<file path="config.mk">
export PLATFORM = sky130hd
export DESIGN_NAME = ritc_phase_edge_sequencer
export DESIGN_NICKNAME = d
export VERILOG_FILES = /design/src/rtl/ritc_scan_pkg.sv /design/src/rtl/ritc_ps_timeout.sv /design/src/rtl/ritc_phase_edge_sequencer.sv
export SDC_FILE = /design/constraint.sdc
export NUM_CORES = 1
export LEC_CHECK = 0
export CORE_MARGIN = 2
export CORE_UTILIZATION = 57
export CTS_CLUSTER_SIZE = 30
export DETAILED_ROUTE_END_ITERATION = 12
export PLACE_DENSITY = 0.85
export SYNTH_ARGS = -nofsm -noshare
export SYNTH_HDL_FRONTEND = slang
export SYNTH_SLANG_ARGS = --single-unit
</file>
<file path="constraint.sdc">
create_clock -name CLK -period 3.65 [get_ports CLK]
set_input_delay 0.365 -clock CLK [delete_from_list [all_inputs] [get_ports CLK]]
set_output_delay 0.365 -clock CLK [all_outputs]
set_load 0.005 [all_outputs]
</file>
<file path="src/rtl/ritc_scan_pkg.sv">
// Shared types and defaults for the phase-edge sequencer: FSM states,
// default sizing and edge-polarity encoding.
package ritc_scan_pkg;

  localparam int TIMEOUT_CYCLES_DEF = 1023;
  localparam int STEP_W_DEF         = 16;

  localparam logic EDGE_RISE = 1'b1;
  localparam logic EDGE_FALL = 1'b0;

  typedef enum logic [2:0] {
    ST_IDLE,
    ST_REQ,
    ST_WAIT_PS,
    ST_WAIT_SV,
    ST_CHECK,
    ST_FIN
  } seq_state_t;

  // True when the step from prev_bit to cur_bit is the requested transition.
  function automatic logic is_edge(input logic have_prev, input logic prev_bit,
                                   input logic cur_bit, input logic pol);
    logic rise;
    logic fall;
    rise = (prev_bit == EDGE_FALL) && (cur_bit == EDGE_RISE);
    fall = (prev_bit == EDGE_RISE) && (cur_bit == EDGE_FALL);
    return have_prev && ((pol == EDGE_RISE) ? rise : fall);
  endfunction

endpackage

</file>
<file path="src/rtl/ritc_ps_timeout.sv">
// Per-step wait timer: loadable down-counter, expired pulses on the last
// enabled cycle of the window.
module ritc_ps_timeout #(
  parameter int CYCLES = 1023
) (
  input  logic clk,
  input  logic rst,
  input  logic load,
  input  logic en,
  output logic expired
);

  localparam int CW = $clog2(CYCLES + 1);

  logic [CW-1:0] cnt;

  always_ff @(posedge clk) begin
    if (rst) begin
      cnt <= '0;
    end else if (load) begin
      cnt <= CW'(CYCLES);
    end else if (en && (cnt != '0)) begin
      cnt <= cnt - 1'b1;
    end
  end

  // Counter sticks at zero afterwards, so this fires once per window.
  assign expired = en && !load && (cnt == CW'(1));

endmodule

</file>
<file path="src/rtl/ritc_phase_edge_sequencer.sv">
// Steps the DCM/MMCM dynamic phase shift one PSEN at a time and stops on the
// requested transition of the scanner bit, the step limit, a timeout or abort.
//
// state    | meaning
// ---------+--------------------------------------------------------------
// IDLE     | waiting for start; results from last run held
// REQ      | one-cycle PSEN pulse, step timer loaded
// WAIT_PS  | waiting for PSDONE (timer running)
// WAIT_SV  | waiting for the scanner's qualified sample (timer reloaded)
// CHECK    | count step, compare sample with previous, decide next step
// FIN      | one-cycle done pulse, back to IDLE
module ritc_phase_edge_sequencer
  import ritc_scan_pkg::*;
#(
  parameter int TIMEOUT_CYCLES = TIMEOUT_CYCLES_DEF,
  parameter int STEP_W         = STEP_W_DEF
) (
  input  logic              CLK,
  input  logic              rst_i,
  input  logic              start_i,
  input  logic              abort_i,
  input  logic              dir_i,
  input  logic              edge_pol_i,
  input  logic [STEP_W-1:0] max_steps_i,
  output logic              ps_en_o,
  output logic              ps_incdec_o,
  input  logic              ps_done_i,
  input  logic              scan_valid_i,
  input  logic              scan_bit_i,
  output logic              busy_o,
  output logic              done_o,
  output logic              found_o,
  output logic              timeout_o,
  output logic              aborted_o,
  output logic [STEP_W-1:0] step_count_o,
  output logic [STEP_W-1:0] edge_pos_o
);

  seq_state_t state, state_nxt;

  logic              dir_q;
  logic              pol_q;
  logic [STEP_W-1:0] max_q;
  logic [STEP_W-1:0] step_count;
  logic [STEP_W-1:0] edge_pos;
  logic              found;
  logic              timeout;
  logic              aborted;
  logic              have_prev;
  logic              prev_bit;
  logic              cur_bit;
  logic              abort_pend;

  logic              tmo_load;
  logic              tmo_en;
  logic              tmo_expired;
  logic              tmo_hit;
  logic              capture;
  logic              accept;
  logic              edge_hit;
  logic              abort_now;
  logic [STEP_W-1:0] step_inc;

  assign step_inc  = step_count + 1'b1;
  assign edge_hit  = is_edge(have_prev, prev_bit, cur_bit, pol_q);
  // An abort arriving in the CHECK cycle itself still stops this step.
  assign abort_now = abort_pend | abort_i;
  assign tmo_en    = (state == ST_WAIT_PS) || (state == ST_WAIT_SV);

  ritc_ps_timeout #(
    .CYCLES (TIMEOUT_CYCLES)
  ) u_timeout (
    .clk     (CLK),
    .rst     (rst_i),
    .load    (tmo_load),
    .en      (tmo_en),
    .expired (tmo_expired)
  );

  always_ff @(posedge CLK) begin
    if (rst_i) begin
      state <= ST_IDLE;
    end else begin
      state <= state_nxt;
    end
  end

  always_comb begin
    state_nxt = state;
    tmo_load  = 1'b0;
    tmo_hit   = 1'b0;
    capture   = 1'b0;
    accept    = 1'b0;
    ps_en_o   = 1'b0;
    busy_o    = 1'b0;
    done_o    = 1'b0;
    case (state)
      ST_IDLE: begin
        if (start_i) begin
          accept    = 1'b1;
          state_nxt = (max_steps_i == '0) ? ST_FIN : ST_REQ;
        end
      end
      ST_REQ: begin
        busy_o    = 1'b1;
        ps_en_o   = 1'b1;
        tmo_load  = 1'b1;
        state_nxt = ST_WAIT_PS;
      end
      ST_WAIT_PS: begin
        busy_o = 1'b1;
        if (ps_done_i) begin
          if (scan_valid_i) begin
            capture   = 1'b1;
            state_nxt = ST_CHECK;
          end else begin
            tmo_load  = 1'b1;
            state_nxt = ST_WAIT_SV;
          end
        end else if (tmo_expired) begin
          tmo_hit   = 1'b1;
          state_nxt = ST_FIN;
        end
      end
      ST_WAIT_SV: begin
        busy_o = 1'b1;
        if (scan_valid_i) begin
          capture   = 1'b1;
          state_nxt = ST_CHECK;
        end else if (tmo_expired) begin
          tmo_hit   = 1'b1;
          state_nxt = ST_FIN;
        end
      end
      ST_CHECK: begin
        busy_o = 1'b1;
        if (edge_hit || abort_now || (step_inc == max_q)) begin
          state_nxt = ST_FIN;
        end else begin
          state_nxt = ST_REQ;
        end
      end
      ST_FIN: begin
        done_o    = 1'b1;
        state_nxt = ST_IDLE;
      end
      default: state_nxt = ST_IDLE;
    endcase
  end

  always_ff @(posedge CLK) begin
    if (rst_i) begin
      dir_q      <= 1'b0;
      pol_q      <= 1'b0;
      max_q      <= '0;
      step_count <= '0;
      edge_pos   <= '0;
      found      <= 1'b0;
      timeout    <= 1'b0;
      aborted    <= 1'b0;
      have_prev  <= 1'b0;
      prev_bit   <= 1'b0;
      cur_bit    <= 1'b0;
      abort_pend <= 1'b0;
    end else begin
      if (accept) begin
        dir_q      <= dir_i;
        pol_q      <= edge_pol_i;
        max_q      <= max_steps_i;
        step_count <= '0;
        edge_pos   <= '0;
        found      <= 1'b0;
        timeout    <= 1'b0;
        aborted    <= 1'b0;
        have_prev  <= 1'b0;
        abort_pend <= 1'b0;
      end
      if (busy_o && abort_i) begin
        abort_pend <= 1'b1;
      end
      if (capture) begin
        cur_bit <= scan_bit_i;
      end
      if (tmo_hit) begin
        timeout <= 1'b1;
      end
      if (state == ST_CHECK) begin
        step_count <= step_inc;
        if (edge_hit) begin
          found    <= 1'b1;
          edge_pos <= step_inc;
        end else begin
          prev_bit  <= cur_bit;
          have_prev <= 1'b1;
          if (abort_now) begin
            aborted <= 1'b1;
          end
        end
      end
    end
  end

  assign ps_incdec_o  = dir_q;
  assign found_o      = found;
  assign timeout_o    = timeout;
  assign aborted_o    = aborted;
  assign step_count_o = step_count;
  assign edge_pos_o   = edge_pos;

endmodule

</file>
# Yosys cells after proc, flatten, opt, wreduce, memory -nomap -nowiden
# Index checks and enable logic that the tools add are counted.
# totals
regBits	70
elab_cells	92
# op_classes
n_addsub	2
n_eq_ne	8
mux	44
bitwise	4
n_reduce_logical	20
# op_table
operator	n
$mux 16	5
$mux 1	26
$mux 3	7
$mux 10	2
$add 16x1->16 const B	1
$eq 16x16->1	1
$logic_not 16->1	1
$pmux 3 s5	1
$eq 10x1->1 const B	1
$reduce_bool 10->1	1
$sub 10x1->10 const B	1
$reduce_bool 2->1	4
$logic_and 1x1->1	7
$eq 3x2->1 const B	2
$eq 3x3->1 const B	2
$pmux 1 s2	3
$reduce_or 4->1	1
$eq 3x1->1 const B	1
$logic_not 3->1	1
$logic_or 1x1->1	3
$not 1->1	3
$ne 2x2->1 const B	1
$reduce_and 2->1	1
$logic_not 1->1	1
$or 1x1->1	1

# Depth between registers and ports, before layout
# Gate-level depths: netlist of the first run.
# logic_depth
ltp_word	10
mapped_depth	8
depth_no_buf	8

# Hierarchy
# A second synthesis of the first run with hierarchy kept.
# unflattened
cells_unflattened	461
hier_area_um2	3606.0
# modules_own_cells
module	instances	cells_each	area_each_um2	seq_area_each_um2
ritc_phase_edge_sequencer	1	403	3017.9	1201.2
ritc_ps_timeout	1	58	588.1	200.2

# Worst setup path after synthesis of the first run
# OpenSTA, ideal clock, no wires.
# synth_timing
kind	reg2reg
start	register step_count[1], in the netlist step_count_o[1]
end	register state[2]
setup_ns	0.069
arrival_ns	1.889
t_required_ns	3.581
path_slack_ns	1.692
stages_incl_launch_ff	8
cell_sequence	dfxtp_1 -> ha_1 -> nand3_1 -> nor2_1 -> mux2_2 -> a22oi_1 -> nand4_1 -> o21ai_1
# synth_between
elab_chain_len	5
# synth_rtl
item	line_no	text
start, declared	ritc_phase_edge_sequencer.sv:44	logic [STEP_W-1:0] step_count;
start signal, assigned	ritc_phase_edge_sequencer.sv:188	step_count <= step_inc;
$add 16x1->16	ritc_phase_edge_sequencer.sv:64	assign step_inc = step_count + 1'b1;
$eq 16x16->1	ritc_phase_edge_sequencer.sv:137	if (edge_hit || abort_now || (step_inc == max_q)) begin
$logic_or 1x1->1	ritc_phase_edge_sequencer.sv:137	
$mux 3	ritc_phase_edge_sequencer.sv:137	
$pmux 3 s5	ritc_phase_edge_sequencer.sv:97	case (state)
end signal, assigned	ritc_phase_edge_sequencer.sv:84	state <= state_nxt;
end, declared	ritc_phase_edge_sequencer.sv:39	seq_state_t state, state_nxt;
# Every way passes these cells.
# A chain may end at the register's enable or synchronous reset.

# Final worst setup path of the first run
# layout_timing
start	register state[0]
end	register edge_pos[10], in the netlist edge_pos_o[10]
# layout_between
elab_chain_len	5
elab_cells_between_ends	6
classes_between	eq/ne: 1; mux: 4; reduce/logical: 1
# layout_rtl
item	line_no	text
$logic_not 3->1	ritc_phase_edge_sequencer.sv:97	
$mux 1	ritc_phase_edge_sequencer.sv:97	
$mux 16	ritc_phase_edge_sequencer.sv:166	if (accept) begin
$mux 16	ritc_phase_edge_sequencer.sv:189	if (edge_hit) begin
$mux 16 (*)	ritc_phase_edge_sequencer.sv:187	if (state == ST_CHECK) begin
end signal, assigned	ritc_phase_edge_sequencer.sv:191	edge_pos <= step_inc;
end, declared	ritc_phase_edge_sequencer.sv:45	logic [STEP_W-1:0] edge_pos;
# Mark *: on every way between the ends. The rest lies on a longest branch, timed or not.

==> flow_summary_export.csv, run 1 <==
group,metric,value,unit
run_status,status,"finished, final reports clean",
cts,htree_levels,3,
global_routing,grt-ovfl-total,0,
sta,fin_ws,1190,ps
setup_path,worstSetupPathType,"register to register",
yosys,synthFlopType,"dfxtp_1",
detailed_routing,vias_per_cell,6.04,
power_and_ir_drop,p_sw,0.609,mW
cts,path_clk_slew,80,ps
floorplanning,die_w,85.5,um
sta,fin_setup_tns,0,ps
power_and_ir_drop,leakage,1.65,nW
yosys,ys_seq_area_frac,0.370,
global_routing,grt_pass1_vias,3454,
sta,fin_crit_sh,0.674,
cts,hold_buffers,0,
sta,slew_violations,0,
global_routing,antenna_found_initial,0,
setup_path,timing.rr.start,"state[0]",
cts,cts_resized,0,
cells_and_area,antennaDiodeCount,0,
sta,grt_setup_unrepaired,"no",
cts,cts_setup_buffers,0,
setup_path,reg2reg_setup_slack,1190,ps
sta,fin_crit,2460,ps
cells_and_area,syn_to_final_growth,23.3,%
yosys,synth_edf_count,0,
floorplanning,dieHeight,85.5,um
sta,fin_skew,10.4,ps
place,hpwlAfterDp,6860,um
setup_path,cp.arrival,2740,ps
yosys,synth_seq_cells,70,
cells_and_area,final_common_cell,"nand2_1",
power_and_ir_drop,switching_share,0.279,
place,pre_cts_ws,1300,ps
cells_and_area,final_cell_mix,"nand2_1, dfxtp_1, a21oi_1, clkdlybuf4s50_1, nor2_1",
setup_path,startpoint_type,"register",
floorplanning,start_util,0.593,
sta,relSlewSlack,0.297,
power_and_ir_drop,p_seq_frac,0.412,
cells_and_area,drive_above_1_share,0.0667,
sta,tightest_slew,1050,ps
detailed_routing,wl,9770,um
cells_and_area,fillers,538,
setup_path,reg2reg_depth,5,
cells_and_area,design_area,4670,um2
sta,worst_hold_slack,438,ps
floorplanning,dieArea,7310,um2
cells_and_area,final_cells,617,
power_and_ir_drop,power.density,467,nW/um2
cts,cts_root_buffer,"clkbuf_8",
place,placed_cell_area,4390,um2
yosys,yosysTopAreaCellShare,0.370,
detailed_routing,wire_per_inst,15.8,um
sta,setup_viol,0,
yosys,synthTopCellsByArea,"dfxtp_1, a21oi_1, nand2_1",
floorplanning,rows,29,
global_routing,grt_max_degree,69,
cells_and_area,final_core_util,0.731,
yosys,syn_nets,519,
yosys,ys_warn_count,0,
detailed_routing,drc_errors,0,
cts,ctsLongestPathBuffers,2,
setup_path,crit_path_end,"edge_pos_o[10]",
place,place.gp.congestion,0.913,
place,dp.cells,601,
setup_path,critical_path_required,3930,ps
min_path,hold_class,"input port to register",
cts,clock_latency,350,ps
floorplanning,boundaryPins,64,
detailed_routing,drt_pass1_iterations,6,
cells_and_area,nets,564,
setup_path,end_kind,"register",
power_and_ir_drop,power,2.18,mW
yosys,synth_area_leader_cell,"dfxtp_1",
detailed_routing,num_vias,3729,
cts,cts_num_sinks,70,
yosys,syn_area,3790,um2
setup_path,r2r_end,"edge_pos_o[10]",
place,numPortBuffers,63,
yosys,ys_async_sr_fraction,0,
detailed_routing,drt_iter0_drc,313,
cts,numCtsBuffers,9,
yosys,synth.avg_cell_area,7.73,um2
sta,fmax,407,MHz
setup_path,critPathLaunch,"state[0]",
detailed_routing,ant_nets,0,
power_and_ir_drop,combPwrFrac,0.190,
floorplanning,core_area,6390,um2
global_routing,grt_pass1_wl,16100,um
power_and_ir_drop,clkPwrFrac,0.398,
flow_run,drv_cap,0,
power_and_ir_drop,internal_power,1.57,mW
global_routing,grt_use_total,0.275,
sta,hold_violations,0,
setup_path,cp_max_fo,12,
power_and_ir_drop,peakVddDrop,355,uV
yosys,synthCells,490,
yosys,synth_cell_types,62,
cts,tritoncts,"done",
[Yosys cell counts, types with 2 or more instances]
master / count
clkbuf_1: 22
nor2_2: 2
buf_2: 8
nor3_1: 11
a21o_1: 3
nand4_1: 9
nand3b_1: 2
nor3b_1: 5
and4_1: 4
dfxtp_1: 70
nand3_1: 19
nor4_1: 13
o211ai_1: 3
inv_1: 11
a31oi_1: 9
a21oi_1: 64
xnor2_1: 23
nor2_1: 45
nand2_1: 76
o21ai_0: 14
xor2_1: 15
and3_1: 5
nor2b_1: 5
and3b_1: 3
or3_1: 3
nand2b_1: 4
or2_2: 2
a22oi_1: 3
ha_1: 4
[area by class of cell]
class | count | area, um2 | area share
Clock buffer | 11 | 151 | 0.0324
Clock inverter | 5 | 129 | 0.0276
Inverter | 11 | 41.3 | 0.00884
Multi-Input combinational cell | 374 | 2180 | 0.467
Sequential cell | 70 | 1400 | 0.300
Tap cell | 77 | 96.3 | 0.0206
Timing Repair Buffer | 69 | 671 | 0.144
[critical path, stage by stage, from the launching register on]
cell,delay (ps)
dfxtp_1,430
nor2_2,320
nand2_1,340
nor2_1,920
nand2_1,170
a21oi_1,200
[cell families after synthesis]
kind of cell,Yosys count,synth area share
AOI/OAI and AO/OA,113,0.182
and+or+nand+nor,216,0.281
xor gates and xnor gates,39,0.0942
buffers and inverters,46,0.0542
adders and majority gates,4,0.0132
DFF,70,0.370
muxes,2,0.00562
[worst min-delay path by stage]
stage	slack, ps	startpoint	cells past startpoint	end
4_1_cts	440	rst_i	4	state[0]
3_5_place_dp	450	found_o	2	found_o
6_report	440	rst_i	4	state[0]
3_3_place_gp	440	found_o	2	found_o
5_1_grt	440	rst_i	4	state[0]
2_1_floorplan	430	have_prev	2	have_prev
[flip-flops by register name, indices dropped and copies added, names as in the netlist]
signal,cells
have_prev,1
step_count_o,16
prev_bit,1
abort_pend,1
timeout_o,1
aborted_o,1
u_timeout.cnt,10
ps_incdec_o,1
edge_pos_o,16
cur_bit,1
max_q,16
pol_q,1
state,3
found_o,1
[power groups by stage]
| stage | Clock (mW) | Combinational [mW] | Sequential, mW |
|---|---|---|---|
| CTS | 0.872 | 0.410 | 0.897 |
| floorplan | 0 | 0.309 | 0.888 |
| finish | 0.867 | 0.414 | 0.899 |
| detailed placement | 0 | 0.406 | 0.915 |
| global route | 0.903 | 0.462 | 0.909 |
| global placement | 0 | 0.396 | 0.912 |
[metal layers]
metal,wire length (um),global-route usage
met5,0,0
met2,4690,0.457
met3,613,0.0529
met1,4260,0.352
met4,208,0.111
No activity file was read; power rests on OpenSTA's default activity.
==> run 2: changes to the inputs <==
--- a/config.mk
+++ b/config.mk
@@ -6,10 +6,10 @@
 export NUM_CORES = 1
 export LEC_CHECK = 0
 export CORE_MARGIN = 2
-export CORE_UTILIZATION = 57
+export CORE_UTILIZATION = 48
 export CTS_CLUSTER_SIZE = 30
 export DETAILED_ROUTE_END_ITERATION = 12
-export PLACE_DENSITY = 0.85
+export PLACE_DENSITY = 0.76
 export SYNTH_ARGS = -nofsm -noshare
 export SYNTH_HDL_FRONTEND = slang
 export SYNTH_SLANG_ARGS = --single-unit
==> constraint.sdc (replaced) <==
create_clock -name CLK -period 2.1 [get_ports CLK]
set_input_delay 0.21 -clock CLK [delete_from_list [all_inputs] [get_ports CLK]]
set_output_delay 0.21 -clock CLK [all_outputs]
set_load 0.005 [all_outputs]
==> run 2 against run 1 <==
Compared with the run above: routed wire length increased by 7.4%; core utilization decreased by 9.4 points; register-to-register slack got worse by 1100 ps; power increased by 58%; clock skew about the same; largest cell class unchanged; highest routed layer unchanged.
==> flow_summary_export.csv, run 2 (synthesis gave the netlist of run 1 again) <==
group,metric,value,unit
run_status,status,"finished, final reports clean",
sta,setup_viol,0,
setup_path,startpoint_type,"register",
detailed_routing,wire_per_inst,15.6,um
cts,clock_latency,350,ps
cells_and_area,final_common_cell,"nand2_1",
sta,fin_setup_tns,0,ps
cts,cts_setup_buffers,0,
cts,path_clk_slew,80,ps
min_path,hold_class,"input port to register",
power_and_ir_drop,leakage,1.80,nW
cts,htree_levels,3,
sta,relSlewSlack,0.530,
place,place.gp.congestion,0.930,
setup_path,path_buf_inv,0,
sta,fmax,501,MHz
detailed_routing,num_vias,3839,
detailed_routing,drt_pass1_iterations,7,
floorplanning,dieHeight,92.8,um
sta,fin_ws,105,ps
detailed_routing,ant_nets,0,
flow_run,drv_cap,0,
setup_path,crit_chain,"nand4_1 > nor4_4 > xnor2_1 > a211oi_1 > nand4_1 > o21ai_1",
global_routing,antenna_found_initial,0,
place,placed_cell_area,4670,um2
global_routing,grt-ovfl-total,0,
place,numPortBuffers,63,
cells_and_area,antennaDiodeCount,0,
setup_path,critical_path_required,2370,ps
sta,fin_skew,10.8,ps
cells_and_area,final_cell_mix,"nand2_1, dfxtp_1, a21oi_1, clkdlybuf4s50_1, nor2_1",
setup_path,cp.arrival,2260,ps
global_routing,grt_pass1_vias,3738,
floorplanning,rows,32,
detailed_routing,wl,10500,um
sta,hold_violations,0,
sta,fin_crit_sh,0.950,
detailed_routing,drc_errors,0,
place,pre_cts_ws,33.7,ps
place,hpwlAfterDp,7540,um
setup_path,cp_slowest_stage_delay,490,ps
cts,cts_num_sinks,70,
cells_and_area,final_cells,675,
setup_path,end_kind,"register",
global_routing,grt_use_total,0.249,
cts,cts_root_buffer,"clkbuf_8",
sta,tightest_slew,705,ps
cts,tritoncts,"done",
setup_path,worstSetupPathType,"register to register",
setup_path,crit_path_frequent_cell,"nand4_1",
global_routing,grt_max_degree,69,
detailed_routing,vias_per_cell,5.69,
place,dp.cells,659,
floorplanning,boundaryPins,64,
power_and_ir_drop,power.density,704,nW/um2
sta,slew_violations,0,
global_routing,grt_pass1_wl,17300,um
setup_path,cp_max_fo,7,
detailed_routing,drt_iter0_drc,270,
cells_and_area,nets,597,
cts,ctsLongestPathBuffers,2,
setup_path,cp_slowest_cell,"dfxtp_1",
cells_and_area,syn_to_final_growth,29.4,%
floorplanning,die_w,92.8,um
sta,fin_crit,2000,ps
floorplanning,start_util,0.493,
cells_and_area,drive_above_1_share,0.131,
setup_path,cpLargestDelayFamily,"simple AND/OR/NAND/NOR gates",
floorplanning,dieArea,8610,um2
power_and_ir_drop,peakVddDrop,452,uV
cells_and_area,design_area,4900,um2
floorplanning,core_area,7690,um2
cts,numCtsBuffers,9,
-- run 2: cell types whose count changed in the layout (fill, tap and decap cells not counted), sizes merged --
cell,before,now
buf,7,40
clkbuf,11,12
clkinv,1,3
bufinv,4,1
-- run 2: path summary, 6_finish.rpt --
path,start,endpoint,slack [ps],depth (start not counted)
max,step_count_o[12],state[2],100,6
min,rst_i,state[0],280,4
max reg2reg,step_count_o[12],state[2],100,6
min reg2reg,found_o,found_o,450,2
-- run 2: timing repair --
item,in CTS,in global routing
resized for setup,1,9
setup endpoints to repair,1,4
hold buffers,0,0
-- run 2: layer usage --
metal | GRT usage | vias up | wire length (um)
met5 | 0 | - | 0
met4 | 0.0968 | 0 | 203
met3 | 0.0537 | 22 | 468
met2 | 0.424 | 124 | 5130
met1 | 0.307 | 1826 | 4700
li1 | - | 1867 | -
-- run 2: report_power, final --
part	switching [mW]	internal, mW	total, mW
Sequential	0.122	1.44	1.56
Clock	0.500	0.608	1.11
Combinational	0.420	0.359	0.780
-- run 2: layout make-up --
cell class              instances  area, um2
clock inverters                 4       45.0
clock buffers                  12        155
fillers                       693       2790
flip-flops and latches         70       1410
multi-input cells             374       2210
well taps                     102        128
repair buffers                102        918
inverters                      11       41.3
-- run 2: per-stage QoR --
step | power [mW] | hold WS (ps) | utilization
4_1_cts | 3.46 | 274 | 0.633
2_1_floorplan | 2.08 | 346 | -
5_1_grt | 3.64 | 283 | 0.637
3_5_place_dp | 2.35 | 455 | 0.607
3_3_place_gp | 2.33 | 442 | 0.607
6_report | 3.45 | 278 | 0.637
-- run 2: worst register-to-register path, stage by stage, from the launching register on --
cell and delay [ps]:
dfxtp_1 490, nand4_1 280, nor4_4 360, xnor2_1 100, a211oi_1 360, nand4_1 160
o21ai_1 170
==> run 3: changes to the inputs <==
--- a/config.mk
+++ b/config.mk
@@ -9,7 +9,8 @@
 export CORE_UTILIZATION = 48
 export CTS_CLUSTER_SIZE = 30
 export DETAILED_ROUTE_END_ITERATION = 12
-export PLACE_DENSITY = 0.76
+export PLACE_DENSITY = 0.77
 export SYNTH_ARGS = -nofsm -noshare
 export SYNTH_HDL_FRONTEND = slang
+export SYNTH_HIERARCHICAL = 1
 export SYNTH_SLANG_ARGS = --single-unit
==> run 3 against run 2 <==
Compared with the run above: hold slack better by 100 ps; register-to-register slack got worse by 280 ps; routed wire length is 3.3% lower; power down 13%; flip-flop and latch count stayed put; sequential share of layout area decreased by 0.11 points; synthesized cell count is 5.9% lower; via count is 4.0% lower; the flow now finishes with violations (setup timing); largest power group unchanged; maximum frequency shrank 12%; clock skew is 2.4 ps higher.
==> flow_summary_export.csv, run 3 <==
group,metric,value,unit
detailed_routing,drt_pass1_iterations,5,
sta,fmax,439,MHz
cells_and_area,final_common_cell,"dfxtp_1",
yosys,yosysTopAreaCellShare,0.389,
cells_and_area,nets,589,
yosys,synth_fa_ha_area_frac,0.0104,
cells_and_area,syn_to_final_growth,36.5,%
detailed_routing,wl,10100,um
global_routing,antenna_found_initial,0,
setup_path,timing.rr.start,"step_count_o[0]",
setup_path,cp_slowest_cell,"or4_4",
power_and_ir_drop,leakage,1.78,nW
min_path,min_from,"rst_i",
sta,fin_crit,2280,ps
detailed_routing,num_vias,3684,
detailed_routing,drt_iter0_drc,364,
yosys,synth_commonest_cells,"dfxtp_1, nand2_1, a21oi_1",
yosys,syn_area,3610,um2
place,place.gp.congestion,0.903,
cts,cts_root_buffer,"clkbuf_8",
setup_path,cp_max_fo,2,
sta,relSlewSlack,0.509,
sta,setup_viol,1,
detailed_routing,drc_errors,0,
cells_and_area,final_cell_mix,"dfxtp_1, nand2_1, clkdlybuf4s50_1, a21oi_1, buf_4",
flow_run,drv_cap,0,
setup_path,critical_path_required,2370,ps
yosys,synth.avg_cell_area,7.82,um2
setup_path,crit_chain,"ha_4 > xor2_1 > or4_4 > a211oi_2 > o2111ai_1 > or4_1 > o41ai_2",
setup_path,crit_cells,7,
yosys,ys_async_sr_fraction,0,
yosys,synth_area_leader_cell,"dfxtp_1",
yosys,yosys.area_share.simple,0.268,
floorplanning,die_w,90.7,um
yosys,syn_nets,489,
sta,tightest_slew,737,ps
cells_and_area,drive_above_1_share,0.182,
setup_path,cp_slowest_stage_delay,480,ps
setup_path,cp.arrival,2550,ps
global_routing,grt_pass1_vias,3488,
floorplanning,core_area,7250,um2
yosys,synth_compound_area_frac,0.186,
yosys,synth_edf_count,0,
setup_path,cpLargestDelayFamily,"simple AND/OR/NAND/NOR gates",
cts,clock_latency,370,ps
yosys,ys_seq_area_frac,0.389,
floorplanning,start_util,0.497,
floorplanning,boundaryPins,64,
run_status,status,"finished, violations left",
yosys,synthFlopType,"dfxtp_1",
setup_path,worstSetupPathType,"register to register",
yosys,ys_warn_count,6,
sta,fin_skew,13.2,ps
global_routing,grt_use_total,0.249,
floorplanning,dieHeight,90.7,um
sta,hold_violations,0,
place,numPortBuffers,63,
yosys,synth_mux_area_frac,0.0142,
power_and_ir_drop,power,3.01,mW
cts,numCtsBuffers,9,
min_path,hold_class,"input port to register",
global_routing,grt-ovfl-total,0,
detailed_routing,vias_per_cell,5.54,
setup_path,reg2reg_setup_slack,-180,ps
min_path,hold_path_depth,6,
global_routing,grt_pass1_wl,16500,um
setup_path,startpoint_type,"register",
setup_path,reg2reg_depth,7,
place,hpwlAfterDp,7340,um
yosys,synth_seq_cells,70,
detailed_routing,wire_per_inst,15.3,um
cts,ctsLongestPathBuffers,2,
floorplanning,rows,31,
sta,slew_violations,0,
setup_path,r2r_end,"state[2]",
global_routing,grt_max_degree,71,
power_and_ir_drop,peakVddDrop,426,uV
yosys,synth_top_family_by_area,"simple AND/OR/NAND/NOR gates",
yosys,synth_cell_types,52,
yosys,synthCells,461,
detailed_routing,ant_nets,0,
floorplanning,dieArea,8220,um2
sta,fin_ws,-180,ps
sta,fin_setup_tns,-180,ps
setup_path,end_kind,"register",
cts,tritoncts,"done",
power_and_ir_drop,power.density,612,nW/um2
yosys,yosysMostFrequentCell,"dfxtp_1",
run_status,violations,"setup timing",
yosys,synthTopCellsByArea,"dfxtp_1, a21oi_1, nand2_1",
cells_and_area,antennaDiodeCount,0,
yosys,synth-xor-area-share,0.0899,
cts,path_clk_slew,80,ps
min_path,whs_endpoint,"state[2]",
sta,grt_setup_unrepaired,"yes",
setup_path,path_buf_inv,0,
cts,cts_num_sinks,70,
sta,fin_crit_sh,1.09,
cells_and_area,fillers,603,
cts,htree_levels,3,
## run 3: worst min-delay path: stages
cell,delay [ps]
buf_2,100
or4_4,130
a211oi_2,30
o2111ai_1,50
or4_1,120
o41ai_2,70
## run 3: layer usage
| metal | vias up | track usage | routed length [um] |
|---|---|---|---|
| met5 | - | 0 | 0 |
| li1 | 1816 | - | - |
| met2 | 124 | 0.417 | 4890 |
| met3 | 23 | 0.0484 | 635 |
| met1 | 1721 | 0.312 | 4360 |
| met4 | 0 | 0.106 | 260 |
## run 3: kinds of logic (layout without fill, tap and decap cells)
logic type	after synthesis	count (layout)
AO/OA/AOI/OAI	111	111
XOR/XNOR	37	37
buffers and inverters	40	145
flip-flops	70	70
multiplexers	5	5
adder cells (fa/ha/maj)	3	3
AND/OR/NAND/NOR	195	195
## run 3: layout make-up
| type | instances | area, um2 | area share |
|---|---|---|---|
| clock inverter | 6 | 45.0 | 0.00915 |
| multi-input combinational | 351 | 2110 | 0.429 |
| inverter | 7 | 26.3 | 0.00534 |
| clock buffer | 10 | 138 | 0.0280 |
| timing repair buffer | 122 | 1070 | 0.217 |
| sequential | 70 | 1410 | 0.286 |
| tap | 99 | 124 | 0.0252 |
## run 3: per-stage QoR
stage / hold slack, ps / worst slack [ps] / area [um2] / cells / utilization
after floorplan: 346 / -297 / 3620 / 461 / -
after global placement: 448 / -284 / 4660 / 648 / 0.643
after detailed placement: 452 / -310 / 4660 / 648 / 0.643
after CTS: 382 / -194 / 4870 / 664 / 0.671
after global routing: 393 / -265 / 4920 / 665 / 0.678
final: 380 / -180 / 4920 / 665 / 0.678
## run 3: repair_timing
action,in CTS,in global routing
setup buffers,0,1
endpoints found under the setup margin,3,7
pin swaps,2,4
resized for setup,3,12
hold buffers,0,0
## run 3: worst max-delay path by stage
stage | from | to
after floorplan | state[2] | state[2]
after detailed placement | step_count_o[0] | state[2]
after global routing | step_count_o[0] | state[2]
final | step_count_o[0] | state[2]
after CTS | step_count_o[1] | state[2]
after global placement | step_count_o[0] | state[2]
## run 3: power breakdown
part | switching [mW] | leakage (nW) | internal (mW)
clock network | 0.559 | 0.0966 | 0.466
registers | 0.0677 | 0.571 | 1.39
logic | 0.276 | 1.11 | 0.252
total | 0.903 | 1.78 | 2.11
